===== src/rtl/int8_dot_seq.sv =====
// Sequencing controller for an external int8 32-lane dot-product MAC: loads a
// command, streams operand beats through the MAC, returns one signed result.
module int8_dot_seq #(
  parameter int LEN_W = 8,
  parameter int ACC_W = 24,
  parameter int VEC_W = 264
) (
  input  logic             clk,
  input  logic             rst_n,
  input  logic             flush,
  input  logic             cmd_valid,
  output logic             cmd_ready,
  input  logic [LEN_W-1:0] cmd_len,
  input  logic [ACC_W-1:0] cmd_bias,
  input  logic             op_valid,
  output logic             op_ready,
  input  logic [VEC_W-1:0] op_a,
  input  logic [VEC_W-1:0] op_b,
  output logic             mac_en,
  output logic [VEC_W-1:0] mac_a,
  output logic [VEC_W-1:0] mac_b,
  output logic [ACC_W-1:0] mac_psum_in,
  input  logic [ACC_W-1:0] mac_psum_out,
  output logic             res_valid,
  input  logic             res_ready,
  output logic [ACC_W-1:0] res_data,
  output logic             busy,
  output logic [1:0]       dbg_state
);

  typedef enum logic [1:0] {
    S_IDLE = 2'd0,
    S_RUN  = 2'd1,
    S_DONE = 2'd2
  } state_t;

  state_t           state_q;
  logic [ACC_W-1:0] acc_q;
  logic [LEN_W-1:0] rem_q;

  logic st_idle, st_run, st_done;
  logic cmd_fire, op_fire, res_fire;

  assign st_idle = (state_q == S_IDLE);
  assign st_run  = (state_q == S_RUN);
  assign st_done = (state_q == S_DONE);

  // Handshakes: a transfer happens on a rising edge where valid and ready are
  // both high; valid never depends on ready. flush drops every ready so no
  // transfer is consumed in a flush cycle.
  assign cmd_ready = ~flush & (st_idle | (st_done & res_ready));
  assign op_ready  = ~flush & st_run;
  assign cmd_fire  = cmd_valid & cmd_ready;
  assign op_fire   = op_valid & op_ready;
  assign res_fire  = res_valid & res_ready & ~flush;

  // Byte lane 0 carries no MAC product, so it is zeroed before the MAC.
  assign mac_en      = st_run;
  assign mac_a       = st_run ? {op_a[VEC_W-1:8], 8'h00} : '0;
  assign mac_b       = st_run ? {op_b[VEC_W-1:8], 8'h00} : '0;
  assign mac_psum_in = st_run ? acc_q : '0;

  assign res_valid = st_done;
  assign res_data  = st_done ? acc_q : '0;
  assign busy      = ~st_idle;
  assign dbg_state = state_q;

  always_ff @(posedge clk or negedge rst_n) begin
    if (!rst_n) begin
      state_q <= S_IDLE;
      acc_q   <= '0;
      rem_q   <= '0;
    end else if (flush) begin
      state_q <= S_IDLE;
      acc_q   <= '0;
      rem_q   <= '0;
    end else begin
      case (state_q)
        S_IDLE: begin
          if (cmd_fire) begin
            acc_q   <= cmd_bias;
            rem_q   <= cmd_len;
            state_q <= (cmd_len != '0) ? S_RUN : S_DONE;
          end
        end
        S_RUN: begin
          if (op_fire) begin
            acc_q <= mac_psum_out;
            rem_q <= rem_q - LEN_W'(1);
            if (rem_q == LEN_W'(1)) state_q <= S_DONE;
          end
        end
        S_DONE: begin
          // A command arriving with the result handshake loads without an
          // IDLE bubble.
          if (res_fire) begin
            if (cmd_fire) begin
              acc_q   <= cmd_bias;
              rem_q   <= cmd_len;
              state_q <= (cmd_len != '0) ? S_RUN : S_DONE;
            end else begin
              state_q <= S_IDLE;
            end
          end
        end
        default: state_q <= S_IDLE;
      endcase
    end
  end

endmodule


===== config.mk =====
export PLATFORM = sky130hd
export DESIGN_NAME = int8_dot_seq
export DESIGN_NICKNAME = d
export VERILOG_FILES = /design/src/rtl/int8_dot_seq.sv
export SDC_FILE = /design/constraint.sdc
export NUM_CORES = 1
export LEC_CHECK = 0
export CAP_MARGIN = 15
export CORE_AREA = 5 5 459 461
export CTS_BUF_LIST = sky130_fd_sc_hd__clkbuf_4 sky130_fd_sc_hd__clkbuf_8
export DETAILED_ROUTE_END_ITERATION = 8
export DIE_AREA = 0 0 464 466
export SLEW_MARGIN = 40
export SYNTH_ARGS = -nofsm -noshare
export SYNTH_HDL_FRONTEND = slang
export SYNTH_SLANG_ARGS = --single-unit

===== constraint.sdc =====
create_clock -name clk -period 1.8 [get_ports clk]
set_input_delay 0.18 -clock clk [delete_from_list [all_inputs] [get_ports clk]]
set_output_delay 0.18 -clock clk [all_outputs]
set_load 0.01 [all_outputs]

==> flow_summary.yaml <==
finish:
  final_cell_mix: "730 x clkdlybuf4s50_1, 515 x and2_1, 305 x buf_12"
  drive_gt1_share_pct: 27.0
  syn_to_final_growth_pct: 315
  layout_commonest_cell: "clkdlybuf4s50_1"
  fill_cells: 23600
  design_area_um2: 24200
  final_nets: 2568
worst_setup_path:
  cp_num_buf_inv: 3
  cp-startpoint: "dbg_state[1]"
  cp-end-kind: "output pin"
  timing.rr.start: "dbg_state[0]"
  crit_chain: "nand2b_4 -> clkinv_16 -> clkbuf_16 -> and2_1 -> clkdlybuf4s50_1"
  critPathMaxFanout: 36
  crit_type: "flip-flop to output pin"
  crit_slowest_cell: "clkdlybuf4s50_1"
  cp_top_family: "buffers and inverters"
  required_ns: 1.62
  max_stage_delay_ns: 0.54
  start_kind: "flip-flop"
  arrival_ns: 2.03
clock_network:
  numCtsBuffers: 5
  cts_max_level: 2
  cts_root_buffer: "clkbuf_8"
  clkTransAtPathRegs_ns: 0.09
  clock_latency_ns: 0.32
  cts_tree: "built"
  cts_buffer_depth: 2
  clkSinkCount: 34
route:
  drc: 0
  routed_wl_um: 217000
  wire_per_inst_um: 45.7
  drt_iter0_drc: 797
  via_per_inst: 2.63
  route.vias.total: 12500
  drtAntennaViolNets: 0
  first_pass_iters: 5
die:
  fp.dieW_um: 464
  die_area_um2: 216000
  die_h_um: 466
  ios: 1173
  rows: 167
  start_util_pct: 2.82
  coreArea_um2: 206000
worst_hold_path:
  hold_path.startpoint: "flush"
  hp-class: "input port to flip-flop"
logic_synthesis:
  yosys-top-cells-area: "and2_1 60%, dfrtp_1 15%, clkbuf_1 4.2%"
  synth_cell_types: 39
  synth-seq-cells: 34
  synth_area_um2: 5820
  synth_largest_area_cell: "and2_1"
  ys_async_sr_fraction_pct: 100
  synth-compound-area-share_pct: 7.14
  syn_inst: 839
  synth_ff_type: "dfrtp_1"
  synth.avg_cell_area_um2: 6.94
  synth_xor_area_share_pct: 0
  synth_seq_area_share_pct: 14.6
  ys_warn_count: 0
  synth_fa_ha_area_share_pct: 0.430
  synth_top_area_share_pct: 60.3
  synth_edf_count: 0
  yosys.area_share.simple_pct: 65.0
  synth_top_family_by_area: "simple AND/OR/NAND/NOR gates"
  muxShareOfSynthArea_pct: 4.39
sta:
  slew_viol_final: 0
  hold_viol: 0
  period_minus_slack_ns: 2.21
  finalSetupViolations: 587
  max_freq_ghz: 0.453
  relSlewSlack_pct: 63.1
  holdWs_ns: 0.246
  skew_ns: 0.0121
  finalCritPeriodShare_pct: 123
  setup_slack_ns: -0.409
  worstMarginPinSlew_ns: 0.553
  rsz0062_at_grt: "true"
  tns_ns: -160.56
pwr:
  swShare_pct: 48.4
  combPwrFrac_pct: 93.0
  power_mw: 28.2
  pwr_density_cell_nw_per_um2: 1170
  switchingPower_mw: 13.7
  p_int_mw: 14.5
  ir_worst_vdd_uv: 399
  p_leak_nw: 8.99
  p_seq_share_pct: 4.2
  clock_power_share_pct: 2.8
placement:
  placedInstanceArea_um2: 23500
  dp_slack_ns: -0.408
  dp_hpwl_um: 208000
  portBuffers: 1140
  globalplace.congestion: 0.829
global_route:
  overflow: 0
  grt_pass1_wl_um: 244000
  grt_pass1_vias: 11600
  antenna_found_initial: 363
  grt_start_max_net_pins: 76
  grt_usage_pct: 19.2
status:
  violations: "negative setup slack"
  status: "finished, violations left"
flow_run:
  max-cap-violations: 0
[what timing repair did]
item                       in CTS  in global routing
hold endpoints to repair       19                  0
hold buffers                    1                  0
gates resized for setup       125                128
cloned                          2                  3
pin swaps                       6                 27
buffers inserted                9                  2
setup endpoints to repair     595                598
[cell families (layout without fill, tap and decap cells)]
family,count (synthesis),in the layout
AND/OR/NAND/NOR,617,617
buffers and inverters,102,1224
AO/OA/AOI/OAI,58,58
flip-flops,34,34
multiplexers,25,25
adder cells (fa/ha/maj),2,2
other,1,90
[metrics by stage]
step | utilization [%] | cells
floorplan | - | 854
global placement | 11.4 | 4656
detailed placement | 11.4 | 4656
CTS | 11.6 | 4675
global route | 11.7 | 4693
finish | 11.7 | 4754
[worst paths after layout]
check                                   to  slack (ns)  cells after the start
max in group asynchronous         acc_q[2]        0.75                      3
min in group asynchronous         rem_q[7]        0.40                      2
worst max-delay path            mac_a[259]       -0.41                      5
worst max register to register    acc_q[2]       -0.24                      9
worst min-delay path              rem_q[1]        0.25                      2
worst min register to register    acc_q[6]        0.50                      2
[registers in the layout, indices dropped and copies added (netlist names)]
register,cells
acc_q,24
dbg_state,2
rem_q,8
[power groups by stage]
stage | Sequential, mW | Clock [mW] | Combinational [mW]
floorplan | 1.11 | 0 | 6.12
global placement | 1.19 | 0 | 25.7
detailed placement | 1.21 | 0 | 25.8
CTS | 1.19 | 0.851 | 26.6
global route | 1.22 | 0.870 | 27.5
finish | 1.19 | 0.796 | 26.2
[synthesized netlist by cell type, types with 2 or more instances]
library cell / count
dfrtp_1: 34
o21ai_0: 11
o31ai_1: 25
a32o_1: 2
nor2_1: 10
or2_2: 2
a31oi_1: 2
a21oi_1: 9
nor4_1: 4
o21bai_1: 2
clkbuf_1: 65
nand2b_1: 2
nor3b_1: 2
buf_6: 3
nand2_1: 26
buf_2: 6
nor3_1: 2
mux2i_1: 24
ha_1: 2
and2_1: 561
inv_1: 7
and3_1: 3
buf_4: 19
[area by class of cell]
| type | count | area [um^2] | share of cell area, % |
|---|---|---|---|
| multi-input combinational | 718 | 4660 | 19.3 |
| inverter | 8 | 56.3 | 0.233 |
| tap | 2704 | 3380 | 14.0 |
| timing repair buffer | 1208 | 14900 | 61.6 |
| clock inverter | 1 | 30.0 | 0.124 |
| sequential | 34 | 851 | 3.52 |
| antenna | 74 | 185 | 0.766 |
| timing repair inverter | 1 | 30.0 | 0.124 |
| clock buffer | 6 | 82.6 | 0.342 |
[routing by layer]
layer  vias to the layer above  part of all wire [%]  track usage, %
met2                      1276                    45            31.9
li1                       4944                     -               -
met4                       304                   1.5            1.18
met3                       585                    21            20.1
met1                      5396                    31            17.1
met5                         -                  0.94               0
Power figures use the tool's default switching activity.
